===== config.mk =====
export PLATFORM = sky130hd
export DESIGN_NAME = instr_rom_arbiter
export DESIGN_NICKNAME = d
export VERILOG_FILES = /design/src/rtl/instr_rom_pkg.sv /design/src/rtl/rom_arb_starve_ctr.sv /design/src/rtl/instr_rom_arbiter.sv
export SDC_FILE = /design/constraint.sdc
export NUM_CORES = 1
export LEC_CHECK = 0
export BUFFER_PORTS_ARGS = -buffer_cell sky130_fd_sc_hd__buf_4
export CORE_ASPECT_RATIO = 0.7
export CORE_MARGIN = 8
export CORE_UTILIZATION = 43
export CTS_CLUSTER_SIZE = 28
export DETAILED_ROUTE_END_ITERATION = 16
export GPL_TIMING_DRIVEN = 0
export PLACE_DENSITY_LB_ADDON = 0.15
export REMOVE_ABC_BUFFERS = 1
export SYNTH_ARGS = -nofsm -noshare
export SYNTH_HDL_FRONTEND = slang
export SYNTH_HIERARCHICAL = 1
export SYNTH_SLANG_ARGS = --single-unit

===== constraint.sdc =====
create_clock -name clk -period 3.21 [get_ports clk]
set_clock_uncertainty 0.1 [all_clocks]
set_input_delay 0.321 -clock clk [delete_from_list [all_inputs] [get_ports clk]]
set_output_delay 0.321 -clock clk [all_outputs]
set_load 0.005 [all_outputs]

===== src/rtl/instr_rom_pkg.sv =====
`default_nettype none
// ============================================================================
// Module  : instr_rom_pkg
// Brief   : Shared ROM geometry and owner-tag types for the ROM arbiter.
// Revision: 1.0
// ============================================================================
package instr_rom_pkg;

    localparam int ROM_ADDR_W = 14;
    localparam int ROM_DATA_W = 32;

    typedef enum logic {
        PORT_FETCH = 1'b0,
        PORT_DBG   = 1'b1
    } rom_port_e;

    typedef struct packed {
        logic      valid;
        rom_port_e port;
    } rom_pend_t;

endpackage
`default_nettype wire


===== src/rtl/rom_arb_starve_ctr.sv =====
`default_nettype none
// ============================================================================
// Module  : rom_arb_starve_ctr
// Brief   : Saturating count of consecutive port-1 denials; raises force_grant.
// Revision: 1.0
// ============================================================================
module rom_arb_starve_ctr #(
    parameter int STARVE_MAX = 8
) (
    input  logic clk,
    input  logic rst_n,
    input  logic req1_valid,
    input  logic req1_ready,
    output logic force_grant
);

    localparam logic [7:0] c_STARVE_MAX = 8'(STARVE_MAX);

    logic [7:0] r_starve_cnt;

    always_ff @(posedge clk or negedge rst_n) begin
        if (!rst_n) begin
            r_starve_cnt <= 8'd0;
        end else if (!req1_valid || req1_ready) begin
            r_starve_cnt <= 8'd0;
        end else if (r_starve_cnt != c_STARVE_MAX) begin
            r_starve_cnt <= r_starve_cnt + 8'd1;
        end
    end

    assign force_grant = (r_starve_cnt == c_STARVE_MAX) && req1_valid;

endmodule
`default_nettype wire


===== src/rtl/instr_rom_arbiter.sv =====
`default_nettype none
// ============================================================================
// Module  : instr_rom_arbiter
// Brief   : Shares the synchronous-read instruction ROM between fetch (port 0,
//           priority) and debug reader (port 1). Optional grant statistics are
//           built when INSTR_ROM_ARB_STATS_EN is defined.
// Revision: 1.0
// ============================================================================
module instr_rom_arbiter
    import instr_rom_pkg::*;
#(
    parameter int ADDR_W     = ROM_ADDR_W,
    parameter int DATA_W     = ROM_DATA_W,
    parameter int STARVE_MAX = 8
) (
    input  logic              clk,
    input  logic              rst_n,
    input  logic              req0_valid,
    input  logic [ADDR_W-1:0] req0_addr,
    output logic              req0_ready,
    output logic              resp0_valid,
    output logic [DATA_W-1:0] resp0_data,
    input  logic              req1_valid,
    input  logic [ADDR_W-1:0] req1_addr,
    output logic              req1_ready,
    output logic              resp1_valid,
    output logic [DATA_W-1:0] resp1_data,
`ifdef INSTR_ROM_ARB_STATS_EN
    output logic [31:0]       grant0_cnt,
    output logic [31:0]       grant1_cnt,
    output logic [15:0]       force_cnt,
`endif
    output logic [ADDR_W-1:0] rom_addr,
    input  logic [DATA_W-1:0] rom_data
);

    logic              w_force;
    logic              w_grant0;
    logic              w_grant1;
    rom_pend_t         r_pend;
    logic [ADDR_W-1:0] r_last_addr;

    rom_arb_starve_ctr #(
        .STARVE_MAX (STARVE_MAX)
    ) u_starve_ctr (
        .clk         (clk),
        .rst_n       (rst_n),
        .req1_valid  (req1_valid),
        .req1_ready  (req1_ready),
        .force_grant (w_force)
    );

    always_comb begin
        w_grant0 = 1'b0;
        w_grant1 = 1'b0;
        if (w_force) begin
            w_grant1 = 1'b1;
        end else if (req0_valid) begin
            w_grant0 = 1'b1;
        end else if (req1_valid) begin
            w_grant1 = 1'b1;
        end
    end

    // Readies are held low while reset is asserted so nothing is accepted.
    assign req0_ready = rst_n && w_grant0;
    assign req1_ready = rst_n && w_grant1;

    always_comb begin
        rom_addr = r_last_addr;
        if (req1_ready) begin
            rom_addr = req1_addr;
        end else if (req0_ready) begin
            rom_addr = req0_addr;
        end
    end

    always_ff @(posedge clk or negedge rst_n) begin
        if (!rst_n) begin
            r_pend      <= '0;
            r_last_addr <= '0;
        end else begin
            r_pend.valid <= req0_ready || req1_ready;
            r_pend.port  <= req1_ready ? PORT_DBG : PORT_FETCH;
            if (req0_ready || req1_ready) begin
                r_last_addr <= rom_addr;
            end
        end
    end

    assign resp0_valid = r_pend.valid && (r_pend.port == PORT_FETCH);
    assign resp1_valid = r_pend.valid && (r_pend.port == PORT_DBG);
    assign resp0_data  = resp0_valid ? rom_data : '0;
    assign resp1_data  = resp1_valid ? rom_data : '0;

`ifdef INSTR_ROM_ARB_STATS_EN
    always_ff @(posedge clk or negedge rst_n) begin
        if (!rst_n) begin
            grant0_cnt <= 32'd0;
            grant1_cnt <= 32'd0;
            force_cnt  <= 16'd0;
        end else begin
            if (req0_ready) begin
                grant0_cnt <= grant0_cnt + 32'd1;
            end
            if (req1_ready) begin
                grant1_cnt <= grant1_cnt + 32'd1;
            end
            if (req1_ready && w_force) begin
                force_cnt <= force_cnt + 16'd1;
            end
        end
    end
`endif

endmodule
`default_nettype wire

==> results of run 1 <==
==> repair_timing <==
| item | CTS | global route |
|---|---|---|
| hold endpoints to repair | 24 | 0 |
| buffers inserted | 0 | 1 |
| hold buffers | 1 | 0 |
| endpoints found under the setup margin | 0 | 14 |
==> metal layers <==
metal / vias up / track usage, % / wire length [um]
met1: 932 / 22.1 / 2800
met5: - / 0 / 0
met3: 2 / 4.91 / 405
met2: 67 / 34.0 / 3530
met4: 0 / 2.98 / 19
li1: 1005 / - / -
==> flip-flops by register name, summed over array words and instances, names as in the netlist <==
| register | flops |
|---|---|
| r_pend | 2 |
| r_last_addr | 14 |
| u_starve_ctr/r_starve_cnt | 8 |
==> cells in the final DEF (no fill, tap or decap), types with 2 or more instances in the layout <==
cell,synthesis,layout
buf_4,2,146
and2_1,34,34
and3_1,33,33
a21oi_1,31,31
dfrtp_1,24,24
mux2i_1,15,15
o22ai_2,10,10
nand2_1,5,5
or3_1,4,4
o22ai_1,4,4
o21ai_0,4,4
inv_1,3,3
clkbuf_8,0,3
nor2b_1,3,2
nand2b_1,2,2
nor3_1,2,2
nand3_1,2,2
xor2_1,2,2
nor2_1,2,2
nand4_1,2,2
ha_1,2,2
==> kinds of logic (layout without fill, tap and decap cells) <==
family                   after synthesis  count (layout)
XOR/XNOR                               3               3
multiplexers                          15              15
flip-flops                            24              24
buffers and inverters                 20             154
adder cells (fa/ha/maj)                2               2
AO/OA/AOI/OAI                         50              50
AND/OR/NAND/NOR                       93              93
==> power breakdown <==
group / switching, uW / internal (uW)
Combinational: 128 / 177
Clock: 101 / 167
Sequential: 33.3 / 332
==> how the worst max path moves through the flow <==
stage	from	endpoint	slack [ns]	depth (start not counted)
finish	u_starve_ctr/r_starve_cnt[0]	rom_addr[1]	0.19	8
global route	u_starve_ctr/r_starve_cnt[0]	rom_addr[0]	0.05	8
CTS	rst_n	rom_addr[1]	0.06	6
detailed placement	u_starve_ctr/r_starve_cnt[0]	rom_addr[1]	0.38	8
global placement	r_pend[1]	resp0_data[14]	0.23	3
floorplan	u_starve_ctr/r_starve_cnt[0]	rom_addr[0]	0.90	6
==> cell type report <==
class / count / area share (%)
clock inverters: 1 / 1.01
repair buffers: 147 / 37.3
well taps: 52 / 2.19
multi-input cells: 163 / 37.5
clock buffers: 3 / 1.39
inverters: 3 / 0.379
flip-flops and latches: 24 / 20.2
==> metrics by stage <==
stage | cells | cell area (sq um)
5_1_grt | 393 | 2970
3_5_place_dp | 387 | 2880
6_report | 393 | 2970
4_1_cts | 392 | 2960
2_1_floorplan | 190 | 1720
3_3_place_gp | 387 | 2880
==> worst min-delay path, stage by stage <==
cell,delay (ns)
buf_4,0.08
o22ai_2,0.05
a21oi_1,0.11
==> impl_metrics.ini, run 1 <==
[run_status]
status = finished, final reports clean

[global_route]
overflow = 0
grt_max_degree = 42
track_usage_pct = 18.9
antenna_found_initial = 0
grt_pass1_wl_um = 10300
first_global_vias = 1901

[logic_synthesis]
yosysTopAreaCell = dfrtp_1
synthCells = 207
synthTopCellsByArea = dfrtp_1, and2_1, and3_1
synth_async_sr_flop_share_pct = 100
synthXorXnorAreaFrac_pct = 1.44
synth.yosys.warnings = 6
ys_ff_latch = 24
yosysTopAreaCellShare_pct = 32.9
synth_enable_flop_cells = 0
synthAdderAreaFrac_pct = 1.37
syn-cell-area_sq_mm = 0.00183
synth_top_family_by_area = simple AND/OR/NAND/NOR gates
yosysUniqueCellTypes = 29
synth_flop_cell = dfrtp_1
synthMuxAreaShare_pct = 8.22
yosysSeqAreaShare_pct = 32.9
yosys.cell_count.top_type = and2_1
synth-simple-area-share_pct = 31.6
avgSynthCellArea_sq_um = 8.82
synth_top_cells_by_count = and2_1, and3_1, a21oi_1, dfrtp_1, mux2i_1
synth_compound_area_share_pct = 18.2

[floorplan]
num_rows = 19
fp.dieW_um = 93.9
start_util_pct = 45.7
io_pins = 146
die-area_sq_mm = 0.00662
die_y_um = 70.5
core_area_sq_mm = 0.00399

[final_layout]
areaGrowthSynthToFinish_pct = 62.6
layout.nets = 408
sequential_cell_area_sq_um = 601
fin_util_pct = 74.3
drive_above_1_share_pct = 47.8
insertedDiodeCount = 0
num-fill-cells = 337
multi_input_comb_area_sq_mm = 0.00111

[setup_path]
cp_slowest_cell = or3_1
crit_fanout = 14
path_cells = inv_1, ha_1, and4bb_4, and3_1, or3_1, o22ai_1, a21oi_1, buf_4
crit_buf_inv = 2
cp-start-kind = flop
slowest_delay_ns = 0.62
ff2ff_setup_slack_ns = 0.82
rr_worst_depth = 7
endpoint_kind = output pin
cp.arrival_ns = 2.60
rr_startpoint = u_starve_ctr/r_starve_cnt[0]
crit_type = reg2out
worst_ep_required_time_ns = 2.79
timing.rr.end = r_last_addr[1]
crit_family = simple AND/OR/NAND/NOR gates

[timing]
slew-limit-headroom_pct = 36.3
setup_viol = 0
grt_setup_unrepaired = no
fin_ws_ns = 0.191
fin_crit_ns = 3.02
fmax_ghz = 0.331
finalHoldWorstSlack_ns = 0.234
tns_ns = 0
worst_slew_pin_slew_ns = 0.951
post-route-period-util_pct = 94.1
hold_viol = 0
maxSlewViolCount = 0

[cts]
cts_max_level = 1
ctsResizeCount = 0
root_buffer = clkbuf_8
path_clk_slew_ns = 0.09
cts_buffer_depth = 2
cts_sinks = 24
cts_buffers = 3
cts_tree = yes
worstSkewPairLatency_ns = 0.27

[placed_design]
dpl_worst_slack_ns = 0.380
portBuffers = 145
dp_hpwl_um = 5400
gp_congestion = 0.789

[detailed_routing]
firstDrtPassIters = 4
drt-total-wl_um = 6750
route.detailed.drc = 0
drt_iter0_drc = 159
post_drt_via_cell_ratio = 5.10
antenna_left = 0
num_vias = 2006
wl_per_cell_um = 17.2

[power]
p_total_uw = 938
peakVddDrop_mv = 0.225
power.leakage_uw = 0.00161
power_density_mw_per_mm2 = 316

[worst_hold_path]
hold_path.class = in2reg
hold_depth = 3
holdPathEnd = r_last_addr[7]
min_from = req0_addr[7]

[job]
drv_cap = 0
Note: power is estimated with default switching activity, not from simulation.
==> run 2, diff against run 1 <==
- SETUP_SLACK_MARGIN: default -> 0.3
==> run 2 against run 1 <==
Net effect:
- flip-flop and latch count stayed put
- utilization increased by 0.63 points
- sequential share of layout area down 0.17 points
- maximum frequency up 9.1%
- register-to-register slack improved by 0.25 ns
- sequential power about the same
- cell area up 0.84%
- global-route usage increased by 0.088 points
- via count decreased by 0.55%
- final cell count stayed put
==> impl_metrics.ini, run 2 (synthesis gave the netlist of run 1 again) <==
[placed_design]
gp_congestion = 0.789
dpl_cell_area_sq_mm = 0.00288
dp_hpwl_um = 5400
dpl.cell_count = 387
portBuffers = 145

[worst_hold_path]
hold_path.class = in2reg
hold_depth = 3
min_from = req0_addr[6]
holdPathEnd = r_last_addr[6]

[detailed_routing]
drt-total-wl_um = 6800
num_vias = 1995
route.detailed.drc = 0
antenna_left = 0
post_drt_via_cell_ratio = 5.08
wl_per_cell_um = 17.3
firstDrtPassIters = 9
drt_iter0_drc = 167

[timing]
tns_ns = 0
worst_slew_pin_slew_ns = 0.832
post-route-period-util_pct = 86.2
fmax_ghz = 0.361
fin_crit_ns = 2.77
setup_viol = 0
slew-limit-headroom_pct = 44.5
maxSlewViolCount = 0
grt_setup_unrepaired = no
finalHoldWorstSlack_ns = 0.221
hold_viol = 0

[final_layout]
multi_input_comb_area_sq_mm = 0.00113
areaGrowthSynthToFinish_pct = 63.9
num-fill-cells = 329
drive_above_1_share_pct = 48.4
regMostFlops = r_last_addr
final_cells = 393
largest_reg_flops = 14
insertedDiodeCount = 0
final_design_area_no_fill_sq_mm = 0.00299
layout.nets = 408
mostFrequentLayoutCell = buf_4
top_regs = r_last_addr: 14 flops, u_starve_ctr/r_starve_cnt: 8 flops, r_pend: 2 flops
sequential_cell_area_sq_um = 601
final_cell_mix = buf_4, and2_1, and3_1

[cts]
cts_max_level = 1
root_buffer = clkbuf_8
worstSkewPairLatency_ns = 0.28
path_clk_slew_ns = 0.09
cts_sinks = 24
cts_buffer_depth = 2
cts_buffers = 3
cts_tree = yes

[setup_path]
timing.rr.end = r_last_addr[1]
startpoint = u_starve_ctr/r_starve_cnt[0]
crit_fanout = 14
crit_type = reg2out
cp-start-kind = flop
rr_worst_depth = 7
worst_ep_required_time_ns = 2.79
ff2ff_setup_slack_ns = 1.07
cp.arrival_ns = 2.35
endpoint_kind = output pin
rr_startpoint = u_starve_ctr/r_starve_cnt[0]

[floorplan]
die_y_um = 70.5
die-area_sq_mm = 0.00662
core_area_sq_mm = 0.00399
start_util_pct = 45.7
fp.dieW_um = 93.9
io_pins = 146
num_rows = 19

[power]
peakVddDrop_mv = 0.221
power_density_mw_per_mm2 = 315
power.leakage_uw = 0.00162
p_total_uw = 943

[run_status]
status = finished, final reports clean

[global_route]
grt_pass1_wl_um = 10300
track_usage_pct = 19.0
antenna_found_initial = 0
first_global_vias = 1893
grt_max_degree = 42
overflow = 0

[job]
drv_cap = 0
-- run 2: timing repair --
action                     4_1_cts  5_1_grt
buffers inserted                 1        0
setup endpoints to repair       14       33
gates resized for setup          3        1
hold buffers                     1        0
hold endpoints to repair        24        0
-- run 2: metrics by stage --
stage | setup slack, ns | utilization, %
3_5_place_dp | 0.380 | 72.1
4_1_cts | 0.360 | 74.8
6_report | 0.442 | 74.9
5_1_grt | 0.339 | 74.9
2_1_floorplan | 0.903 | -
3_3_place_gp | 0.233 | 72.0
-- run 2: worst max-delay path by stage --
stage / to / slack (ns) / cells past startpoint
floorplan: rom_addr[0] / 0.90 / 6
global placement: resp0_data[14] / 0.23 / 3
detailed placement: rom_addr[1] / 0.38 / 8
CTS: resp0_data[15] / 0.36 / 3
global route: rom_addr[0] / 0.34 / 8
finish: rom_addr[1] / 0.44 / 8
-- run 2: worst max-delay path: stages, from the launching register on --
cell,delay [ns]
dfrtp_1,0.45
inv_1,0.09
ha_1,0.21
and4bb_4,0.20
and3_1,0.20
or3_4,0.46
o22ai_1,0.25
a21oi_1,0.06
buf_4,0.15
-- run 2: per-layer routing --
metal	track usage [%]	vias up	share of wire, %
li1	-	1001	-
met1	22.5	919	42
met2	33.9	70	51
met3	4.91	5	5.7
met4	2.98	0	0.65
met5	0	-	0
-- run 2: final cells by class --
cell class / count / area share [%]
Clock buffer: 3 / 1.38
Sequential cell: 24 / 20.1
Inverter: 3 / 0.376
Tap cell: 52 / 2.17
Timing Repair Buffer: 147 / 37.4
Multi-Input combinational cell: 163 / 37.6
Clock inverter: 1 / 1.00
-- run 2: power breakdown --
group / switching, uW / internal [uW]
Combinational: 128 / 180
Clock: 101 / 167
Sequential: 33.5 / 332
Total: 263 / 680
==> run 3, diff against run 2 <==
- ABC_AREA: default -> 1
- CTS_CLUSTER_SIZE: 28 -> 25
==> run 3 against run 2 <==
Net effect:
- sequential power is 6.8% lower
- die area is 0.17% lower
- power is 9.1% lower
- register-to-register slack worse by 0.34 ns
- via count is 18% higher
- global-route usage is 1.3 points higher
- largest power group unchanged
==> impl_metrics.ini, run 3 <==
[floorplan]
start_util_pct = 45.6
die-area_sq_mm = 0.00661
fp.dieW_um = 93.8
core_area_sq_mm = 0.00399
num_rows = 19
die_y_um = 70.5
io_pins = 146

[global_route]
overflow = 0
grt_pass1_wl_um = 11000
first_global_vias = 2321
grt_max_degree = 55
antenna_found_initial = 0
track_usage_pct = 20.3

[logic_synthesis]
avgSynthCellArea_sq_um = 5.95
yosys.cell_count.top_type = nand2_1
synth.yosys.warnings = 6
yosysUniqueCellTypes = 21
synthTopCellsByArea = dfrtp_1, nand2_1, nor2_1
yosysSeqAreaShare_pct = 33.0
synth_async_sr_flop_share_pct = 100
synth_flop_cell = dfrtp_1
syn-cell-area_sq_mm = 0.00182
synth_enable_flop_cells = 0
synth_top_cells_by_count = nand2_1, nor2_1, inv_1, dfrtp_1, nand3_1
ys_ff_latch = 24
yosysTopAreaCell = dfrtp_1
synthCells = 306
yosysTopAreaCellShare_pct = 33.0

[final_layout]
mostFrequentLayoutCell = buf_4
layout.nets = 511
largest_reg_flops = 14
top_regs = r_last_addr: 14 flops, u_starve_ctr/r_starve_cnt: 8 flops, r_pend: 2 flops
areaGrowthSynthToFinish_pct = 64.4
drive_above_1_share_pct = 35.6
regMostFlops = r_last_addr
num-fill-cells = 339
final_cell_mix = buf_4, nand2_1, nor2_1
insertedDiodeCount = 0

[timing]
hold_viol = 0
grt_setup_unrepaired = no
fin_crit_ns = 2.66
fin_ws_ns = 0.546
post-route-period-util_pct = 83.0
worst_slew_pin_slew_ns = 1.04
setup_viol = 0
tns_ns = 0
slew-limit-headroom_pct = 30.3
fmax_ghz = 0.375
maxSlewViolCount = 0

[setup_path]
cp-start-kind = flop
rr_startpoint = u_starve_ctr/r_starve_cnt[0]
endpoint = rom_addr[10]
cp.arrival_ns = 2.24
ff2ff_setup_slack_ns = 0.73
crit_family = simple AND/OR/NAND/NOR gates
timing.rr.end = u_starve_ctr/r_starve_cnt[3]
startpoint = u_starve_ctr/r_starve_cnt[0]
crit_buf_inv = 4
worst_ep_required_time_ns = 2.79
endpoint_kind = output pin
slowest_delay_ns = 0.42
crit_type = reg2out
cp_slowest_cell = dfrtp_1
path_cells = inv_1, ha_1, nand2_1, nor2_1, nand2_2, nor2_1, inv_2, o21ai_4, buf_4, nand3_1, nand2_1, buf_4
rr_worst_depth = 13
crit_fanout = 16
path_depth = 12

[cts]
cts_max_level = 1
cts_buffers = 3
path_clk_slew_ns = 0.09
cts_buffer_depth = 2
cts_sinks = 24
cts_tree = yes
worstSkewPairLatency_ns = 0.26
root_buffer = clkbuf_8

[detailed_routing]
drt-total-wl_um = 7010
wl_per_cell_um = 14.1
firstDrtPassIters = 5
num_vias = 2349
antenna_left = 0
drt_iter0_drc = 120
post_drt_via_cell_ratio = 4.74
route.detailed.drc = 0

[power]
power_density_mw_per_mm2 = 286
peakVddDrop_mv = 0.239
power.leakage_uw = 0.00191

[job]
drv_cap = 0

[placed_design]
dpl_worst_slack_ns = 0.731
portBuffers = 145
gp_congestion = 0.827
dp_hpwl_um = 5430

[worst_hold_path]
hold_path.class = in2reg

[run_status]
status = finished, final reports clean
-- run 3: cell types whose count changed after synthesis, sizes merged, moves of 3 or more --
cell	previous run	this run
a21oi	31	3
and2	34	0
and3	33	0
clkbuf	10	6
inv	3	48
mux2i	15	0
nand2	5	93
nand3	3	23
nand4	2	14
nor2	2	80
nor2b	3	0
o22ai	14	0
or3	4	0
-- run 3: power by group --
part / internal, uW / switching [uW]
clock network: 110 / 98.7
logic: 159 / 149
registers: 331 / 10.4
total: 599 / 258
-- run 3: timing repair --
action	CTS	global route
hold endpoints to repair	24	0
setup buffers	0	2
resized for setup	0	2
hold buffers	1	0
setup endpoints to repair	0	15
-- run 3: layer usage --
| metal | vias up | track usage (%) | part of all wire (%) |
|---|---|---|---|
| li1 | 1196 | - | - |
| met1 | 1053 | 22.5 | 38 |
| met2 | 88 | 37.0 | 52 |
| met3 | 12 | 5.55 | 7.5 |
| met4 | 0 | 4.73 | 2.1 |
| met5 | - | 0 | 0 |
-- run 3: worst min path at each step --
stage                       from              to  slack [ns]  depth (start not counted)
floorplan                  rst_n  r_last_addr[0]       -0.07                          0
global placement           rst_n  r_last_addr[0]        0.26                          1
detailed placement         rst_n  r_last_addr[0]        0.25                          1
CTS                 req1_addr[2]  r_last_addr[2]        0.20                          3
global route        req1_addr[1]  r_last_addr[1]        0.22                          3
finish              req1_addr[2]  r_last_addr[2]        0.20                          3
-- run 3: worst min-delay path: stages --
cell and delay (ns):
buf_4 0.07, nand3_1 0.08, nand2_1 0.07
-- run 3: kinds of logic (layout without fill, tap and decap cells) --
logic type               Yosys count  after routing  share of synthesized area [%]
AO/OA/AOI/OAI                      6              6                           2.27
buffers and inverters             63            200                           14.9
AND/OR/NAND/NOR                  210            211                           48.0
XOR/XNOR                           1              1                          0.481
flip-flops                        24             24                           33.0
adder cells (fa/ha/maj)            2              2                           1.37
-- run 3: area by class of cell --
cell class | instances | area [sq um] | area share, %
Timing Repair Buffer | 148 | 1130 | 37.6
Multi-Input combinational cell | 220 | 968 | 32.3
Sequential cell | 24 | 601 | 20.1
Inverter | 48 | 180 | 6.02
Tap cell | 52 | 65.1 | 2.17
Clock buffer | 4 | 55.1 | 1.84
-- run 3: through the flow --
step | cells | util (%) | hold WS [ns] | area [sq um] | power (uW)
6_report | 496 | 75.0 | 0.199 | 3000 | 857
5_1_grt | 496 | 75.0 | 0.217 | 3000 | 917
4_1_cts | 493 | 73.8 | 0.199 | 2950 | 858
3_5_place_dp | 488 | 72.2 | 0.255 | 2880 | 650
3_3_place_gp | 488 | 72.2 | 0.256 | 2880 | 643
2_1_floorplan | 291 | - | -0.0746 | 1730 | 465
